### config.mk
export PLATFORM = sky130hd
export DESIGN_NAME = count_sequencer
export DESIGN_NICKNAME = d
export VERILOG_FILES = /design/src/rtl/count_seq_pkg.sv /design/src/rtl/count_sequencer_prescale_tick.sv /design/src/rtl/count_sequencer.sv
export SDC_FILE = /design/constraint.sdc
export NUM_CORES = 1
export LEC_CHECK = 0
export BUFFER_PORTS_ARGS = -buffer_cell sky130_fd_sc_hd__buf_4
export CORE_MARGIN = 3
export CORE_UTILIZATION = 35
export DETAILED_ROUTE_END_ITERATION = 10
export GPL_TIMING_DRIVEN = 1
export PLACE_DENSITY = 0.62
export RECOVER_POWER = 50
export SETUP_SLACK_MARGIN = 0.15
export SYNTH_ARGS = -nofsm -noshare
export SYNTH_HDL_FRONTEND = slang
export SYNTH_HIERARCHICAL = 1
export SYNTH_SLANG_ARGS = --single-unit
### constraint.sdc
create_clock -name CLK -period 2.1 [get_ports CLK]
set_input_delay 0.21 -clock CLK [delete_from_list [all_inputs] [get_ports CLK]]
set_output_delay 0.21 -clock CLK [all_outputs]
set_load 0.05 [all_outputs]
### src/rtl/count_seq_pkg.sv
// Shared types and field encodings for the count sequencer.
package count_seq_pkg;

  typedef enum logic [1:0] {
    IDLE = 2'd0,
    RUN  = 2'd1,
    HOLD = 2'd2
  } state_e;

  localparam logic MODE_ONESHOT  = 1'b0;
  localparam logic MODE_PERIODIC = 1'b1;
  localparam logic DIR_UP        = 1'b0;
  localparam logic DIR_DOWN      = 1'b1;

endpackage

### src/rtl/count_sequencer_prescale_tick.sv
// Prescale counter: counts 0..period and strobes term_o on the last count.
// load_i captures a new period and restarts; clear_i restarts without reloading.
module prescale_tick #(
  parameter int unsigned PRESCALE_W = 4
) (
  input  logic                  clk_i,
  input  logic                  rst_i,
  input  logic                  load_i,
  input  logic [PRESCALE_W-1:0] period_i,
  input  logic                  clear_i,
  input  logic                  en_i,
  output logic                  term_o
);

  logic [PRESCALE_W-1:0] period_q, period_d;
  logic [PRESCALE_W-1:0] cnt_q, cnt_d;

  assign term_o = (cnt_q == period_q);

  always_comb begin
    period_d = period_q;
    cnt_d    = cnt_q;
    if (load_i) begin
      period_d = period_i;
      cnt_d    = '0;
    end else if (clear_i) begin
      cnt_d = '0;
    end else if (en_i) begin
      cnt_d = term_o ? '0 : cnt_q + PRESCALE_W'(1);
    end
  end

  always_ff @(posedge clk_i) begin
    if (rst_i) begin
      period_q <= '0;
      cnt_q    <= '0;
    end else begin
      period_q <= period_d;
      cnt_q    <= cnt_d;
    end
  end

endmodule

### src/rtl/count_sequencer.sv
// Programmable up/down count sequencer with start/busy/done handshake,
// one-shot or periodic operation, pause and abort.
module count_sequencer
  import count_seq_pkg::*;
#(
  parameter int unsigned WIDTH      = 4,
  parameter int unsigned PRESCALE_W = 4
) (
  input  logic                  CLK,
  input  logic                  RESET,
  input  logic                  START,
  input  logic                  STOP,
  input  logic                  PAUSE,
  input  logic                  MODE,
  input  logic                  DIR,
  input  logic [WIDTH-1:0]      LIMIT,
  input  logic [PRESCALE_W-1:0] PRESCALE,
  output logic [WIDTH-1:0]      QOUT,
  output logic                  BUSY,
  output logic                  TICK,
  output logic                  DONE,
  output logic                  WRAP
);

  state_e           state_q, state_d;
  logic             mode_q, mode_d;
  logic             dir_q, dir_d;
  logic [WIDTH-1:0] limit_q, limit_d;
  logic [WIDTH-1:0] qout_q, qout_d;
  logic             tick_q, tick_d;
  logic             done_q, done_d;
  logic             wrap_q, wrap_d;

  logic busy;
  logic start_acc;
  logic abort;
  logic adv;
  logic pre_term;
  logic step;
  logic at_term;
  logic oneshot_end;

  assign start_acc = (state_q == IDLE) && START && !STOP;
  assign abort     = busy && STOP;

  // A due step in RUN wins over PAUSE; otherwise PAUSE freezes the prescaler
  // for exactly the cycles it is high, including the HOLD->RUN edge counting.
  assign adv = !STOP && (((state_q == RUN) && (!PAUSE || pre_term)) ||
                         ((state_q == HOLD) && !PAUSE));
  assign step        = adv && pre_term;
  assign at_term     = (dir_q == DIR_DOWN) ? (qout_q == '0) : (qout_q == limit_q);
  assign oneshot_end = step && at_term && (mode_q == MODE_ONESHOT);

  prescale_tick #(
    .PRESCALE_W (PRESCALE_W)
  ) u_prescale (
    .clk_i    (CLK),
    .rst_i    (RESET),
    .load_i   (start_acc),
    .period_i (PRESCALE),
    .clear_i  (abort),
    .en_i     (adv),
    .term_o   (pre_term)
  );

  always_ff @(posedge CLK) begin
    if (RESET) state_q <= IDLE;
    else       state_q <= state_d;
  end

  always_comb begin
    state_d = state_q;
    unique case (state_q)
      IDLE: if (start_acc) state_d = RUN;
      RUN, HOLD: begin
        if (STOP)             state_d = IDLE;
        else if (oneshot_end) state_d = IDLE;
        else if (PAUSE)       state_d = HOLD;
        else                  state_d = RUN;
      end
      default: state_d = IDLE;
    endcase
  end

  always_comb begin
    busy = (state_q == RUN) || (state_q == HOLD);
  end

  always_comb begin
    mode_d  = mode_q;
    dir_d   = dir_q;
    limit_d = limit_q;
    qout_d  = qout_q;
    tick_d  = 1'b0;
    done_d  = 1'b0;
    wrap_d  = 1'b0;
    if (start_acc) begin
      mode_d  = MODE;
      dir_d   = DIR;
      limit_d = LIMIT;
      qout_d  = (DIR == DIR_DOWN) ? LIMIT : '0;
    end else if (step) begin
      tick_d = 1'b1;
      if (!at_term) begin
        qout_d = (dir_q == DIR_DOWN) ? qout_q - WIDTH'(1) : qout_q + WIDTH'(1);
      end else if (mode_q == MODE_ONESHOT) begin
        done_d = 1'b1;
      end else begin
        qout_d = (dir_q == DIR_DOWN) ? limit_q : '0;
        wrap_d = 1'b1;
      end
    end
  end

  always_ff @(posedge CLK) begin
    if (RESET) begin
      mode_q  <= 1'b0;
      dir_q   <= 1'b0;
      limit_q <= '0;
      qout_q  <= '0;
      tick_q  <= 1'b0;
      done_q  <= 1'b0;
      wrap_q  <= 1'b0;
    end else begin
      mode_q  <= mode_d;
      dir_q   <= dir_d;
      limit_q <= limit_d;
      qout_q  <= qout_d;
      tick_q  <= tick_d;
      done_q  <= done_d;
      wrap_q  <= wrap_d;
    end
  end

  assign QOUT = qout_q;
  assign BUSY = busy;
  assign TICK = tick_q;
  assign DONE = done_q;
  assign WRAP = wrap_q;

endmodule
==> summary.log <==
[status] outcome complete, no violations
[critical_path] kind of start point of the critical path register
[cts] maximum clock insertion buffer count 2
[global_route] maximum number of pins on one net before global-route repair 20
[route] number of design-rule violations left by the first detailed-router iteration 45
[floorplanning] die outline area 4700 um^2
[timing] max-slew headroom at the worst pin 60.1%
[route] vias per cell 5.18
[job] max-cap check violation count 0
[critical_path] crit path max fanout 5
[cts] clk slew on worst S/H paths 0.08 ns
[cts] hold buffer count at CTS 0
[logic_synthesis] library cells used by synthesis 40
[timing] Fin. Hold Viols 0
[final_layout] non-filler instance count after layout 230
[global_route] first-pass GRT wire length 5.37 mm
[cts] clock network latency to the later pin of the worst-skew pair 0.26 ns
[timing] final worst-path cycle share 90.6%
[logic_synthesis] cell type with the highest aggregate area in the netlist sky130_fd_sc_hd__dfxtp_1
[cts] clock root buffer sky130_fd_sc_hd__clkbuf_8
[final_layout] antenna diode instance count 0
[route] remaining antenna violation count 0
[final_layout] post-layout net count 206
[placed_design] estimated wirelength of the detail-placed design 2.39 mm
[critical_path] Bufs and invs on worst path 0
[timing] Setup-failing EPs final 0
[global_route] Overall Global Routing Usage 15.2%
[critical_path] required time of the critical path 2.25 ns
[floorplanning] die span in y 68.5 um
[timing] minimum setup slack in the final design 0.198 ns
[power_and_ir_drop] Leak Pwr 0.683 nW
[final_layout] post-route standard cell area excluding fillers 1710 um^2
[logic_synthesis] share of synthesized registers carrying an async set or reset 0%
[power_and_ir_drop] Max VDD drop 0.000360 V
[cts] H-tree depth 1
[logic_synthesis] share of the yosys chip area belonging to registers 33.6%
[critical_path] capturing element type of the critical path register
[power_and_ir_drop] power per standard cell area 693 nW/um^2
[placed_design] last weighted congestion value of the routability-driven placer 0.776
[min_path] HP Class input pin to register
[global_route] vias in the first global route 1167
[critical_path] cell family with the largest share of critical-path delay simple AND/OR/NAND/NOR gates
[placed_design] worst slack at placement 0.0190 ns
[critical_path] slowest cell on the critical path sky130_fd_sc_hd__dfxtp_2
[route] mean routed wirelength per cell 13.9 um
[placed_design] Cell Area, Placed 1610 um^2
[cts] number of buffers inserted during clock tree synthesis 3
[placed_design] number of input and output port buffers inserted 22
[logic_synthesis] number of flops mapped to enable cells by yosys 0
[timing] maximum clock rate 526 MHz
[floorplanning] Core Rows 22
[route] 1st-pass router iterations 4
[critical_path] critical-path cell list xor2_2 -> nor4_4 -> nor2b_4 -> o21ai_2 -> a22oi_2 -> and2_4 -> a211oi_2
[logic_synthesis] post-synth top area share 33.6%
[timing] Final Max Tran Viols 0
[power_and_ir_drop] Final Total Pwr 1.19 mW
[logic_synthesis] number of cells produced by synthesis 153
[logic_synthesis] post-synthesis sequential element count 23
[route] routed via count 1191
[floorplanning] initial standard-cell utilization of the core 36.8%
[route] overall routed net length 3.21 mm
[logic_synthesis] commonest register cell after synthesis sky130_fd_sc_hd__dfxtp_1
[floorplanning] Boundary Pins 23
[placed_design] placed insts 224
[critical_path] arrival time at the worst endpoint 2.05 ns
[timing] skew final 0.00258 ns
[cts] CTS tree done
[critical_path] largest stage delay on the critical path 0.34 ns
[timing] sum of negative setup slack 0 ns
[final_layout] fraction of final layout cells with drive strength greater than 1 27.5%
[critical_path] type of the worst setup path register to register
[timing] post-layout min period 1.90 ns
[logic_synthesis] post-synth net total 176
[floorplanning] horizontal die dimension 68.5 um
[global_route] number of antenna violations at the first check in global routing 0
[logic_synthesis] mean instance size in the synthesized netlist 8.95 um^2
[timing] setup repair after global routing missed its margin true
[logic_synthesis] Yosys warning total 6
[timing] worst-margin pin slew 0.601 ns
[global_route] global route total overflow 0
[floorplanning] core region area 3720 um^2
[route] DRC violations left 0
[final_layout] area added between synthesis and finish 25.1%
[logic_synthesis] cells taking the most area after synthesis sky130_fd_sc_hd__dfxtp_1 34%, sky130_fd_sc_hd__ha_1 6.4%, sky130_fd_sc_hd__a21oi_1 5.5%
[logic_synthesis] post-synthesis instance area 1370 um^2
[cts] sink count of the clock tree 23
[per-layer routing]
layer  wire (um)  vias to the layer above  global-route usage (%)
met2        1550                       22                    23.6
met4          48                        0                    5.21
met5           0                        -                       0
li1            -                      598                       -
met1        1490                      565                    20.4
met3         118                        6                    3.73
[worst reg2reg max path, stage by stage, from the launching register on]
cell and delay [ns]:
sky130_fd_sc_hd__dfxtp_2 0.34, sky130_fd_sc_hd__xor2_2 0.21, sky130_fd_sc_hd__nor4_4 0.34, sky130_fd_sc_hd__nor2b_4 0.20
sky130_fd_sc_hd__o21ai_2 0.08, sky130_fd_sc_hd__a22oi_2 0.32, sky130_fd_sc_hd__and2_4 0.25, sky130_fd_sc_hd__a211oi_2 0.06
[area by class of cell]
class	count	area, um^2
Multi-Input combinational cell	116	925
Timing Repair Buffer	29	180
Tap cell	48	60.1
Clock buffer	4	45.0
Inverter	10	37.5
Fill cell	383	2000
Sequential cell	23	465
[path summary, 6_finish.rpt]
| path | startpoint | end | slack, ns | cells past startpoint |
|---|---|---|---|---|
| worst max register to register | u_prescale/period_q[1]$_SDFFE_PP0P_ | QOUT[1]$_SDFFE_PP0P_ | 0.20 | 7 |
| worst min-delay path | PRESCALE[3] | u_prescale/period_q[3]$_SDFFE_PP0P_ | 0.18 | 3 |
| worst min register to register | mode_q$_SDFFE_PP0P_ | WRAP$_SDFF_PP0_ | 0.50 | 2 |
| worst max-delay path | u_prescale/period_q[1]$_SDFFE_PP0P_ | QOUT[1]$_SDFFE_PP0P_ | 0.20 | 7 |
[state kept, by name, summed over array words and instances, names as in the netlist, 2 cells and up]
name	flops
u_prescale/period_q	4
u_prescale/cnt_q	4
QOUT	4
limit_q	4
state_q	2
[power breakdown]
part | internal [mW] | switching, mW | total, mW
Combinational | 0.156 | 0.248 | 0.404
Clock | 0.135 | 0.138 | 0.273
Sequential | 0.465 | 0.0457 | 0.510
Total | 0.756 | 0.431 | 1.19
[placed cells by master, fill, tap and decap left out, drive strengths merged, types with 2 or more instances in the layout]
master and instances:
o41ai 4, xnor2 2, a21oi 16, and2 3, nor4 2, ha 7
inv 10, nor2 8, mux2i 4, dfxtp 23, o21ai 7, nand2 14
a211oi 5, nor2b 4, buf 19, nor3 2, a31oi 5, xor2 10
nand3 5, clkbuf 14, nand2b 4
[per-stage QoR]
step	hold slack, ns	utilization, %
detailed placement	0.460	43.4
global placement	0.446	43.4
floorplan	0.282	-
CTS	0.177	44.9
finish	0.183	46.1
global route	0.189	46.1
[cell families (layout without fill, tap and decap cells)]
logic type	after synthesis	in the layout	share of synthesized area [%]
AOI/OAI and AO/OA	41	41	20.7
xor gates and xnor gates	12	12	8.78
adders and majority gates	8	8	7.86
buffers and inverters	14	43	4.11
DFF	23	23	33.6
muxes	4	4	2.93
and+or+nand+nor	51	51	21.9
[cells in the mapped netlist (4+ instances only)]
master	count
sky130_fd_sc_hd__dfxtp_1	23
sky130_fd_sc_hd__a21oi_1	15
sky130_fd_sc_hd__nand2_1	14
sky130_fd_sc_hd__inv_1	9
sky130_fd_sc_hd__nor2_1	8
sky130_fd_sc_hd__xor2_1	8
sky130_fd_sc_hd__ha_1	7
sky130_fd_sc_hd__a211oi_2	5
sky130_fd_sc_hd__a31oi_1	5
sky130_fd_sc_hd__nand3_1	5
sky130_fd_sc_hd__o21ai_1	5
sky130_fd_sc_hd__mux2i_1	4
sky130_fd_sc_hd__nand2b_1	4
sky130_fd_sc_hd__nor2b_1	4
sky130_fd_sc_hd__o41ai_1	4
[repair_timing]
| action | 4_1_cts | 5_1_grt |
|---|---|---|
| gates resized for setup | 2 | 16 |
| setup endpoints to repair | 4 | 12 |
| buffers inserted | 1 | 1 |
| pin swaps | 2 | 5 |
Power figures use the tool's default switching activity.
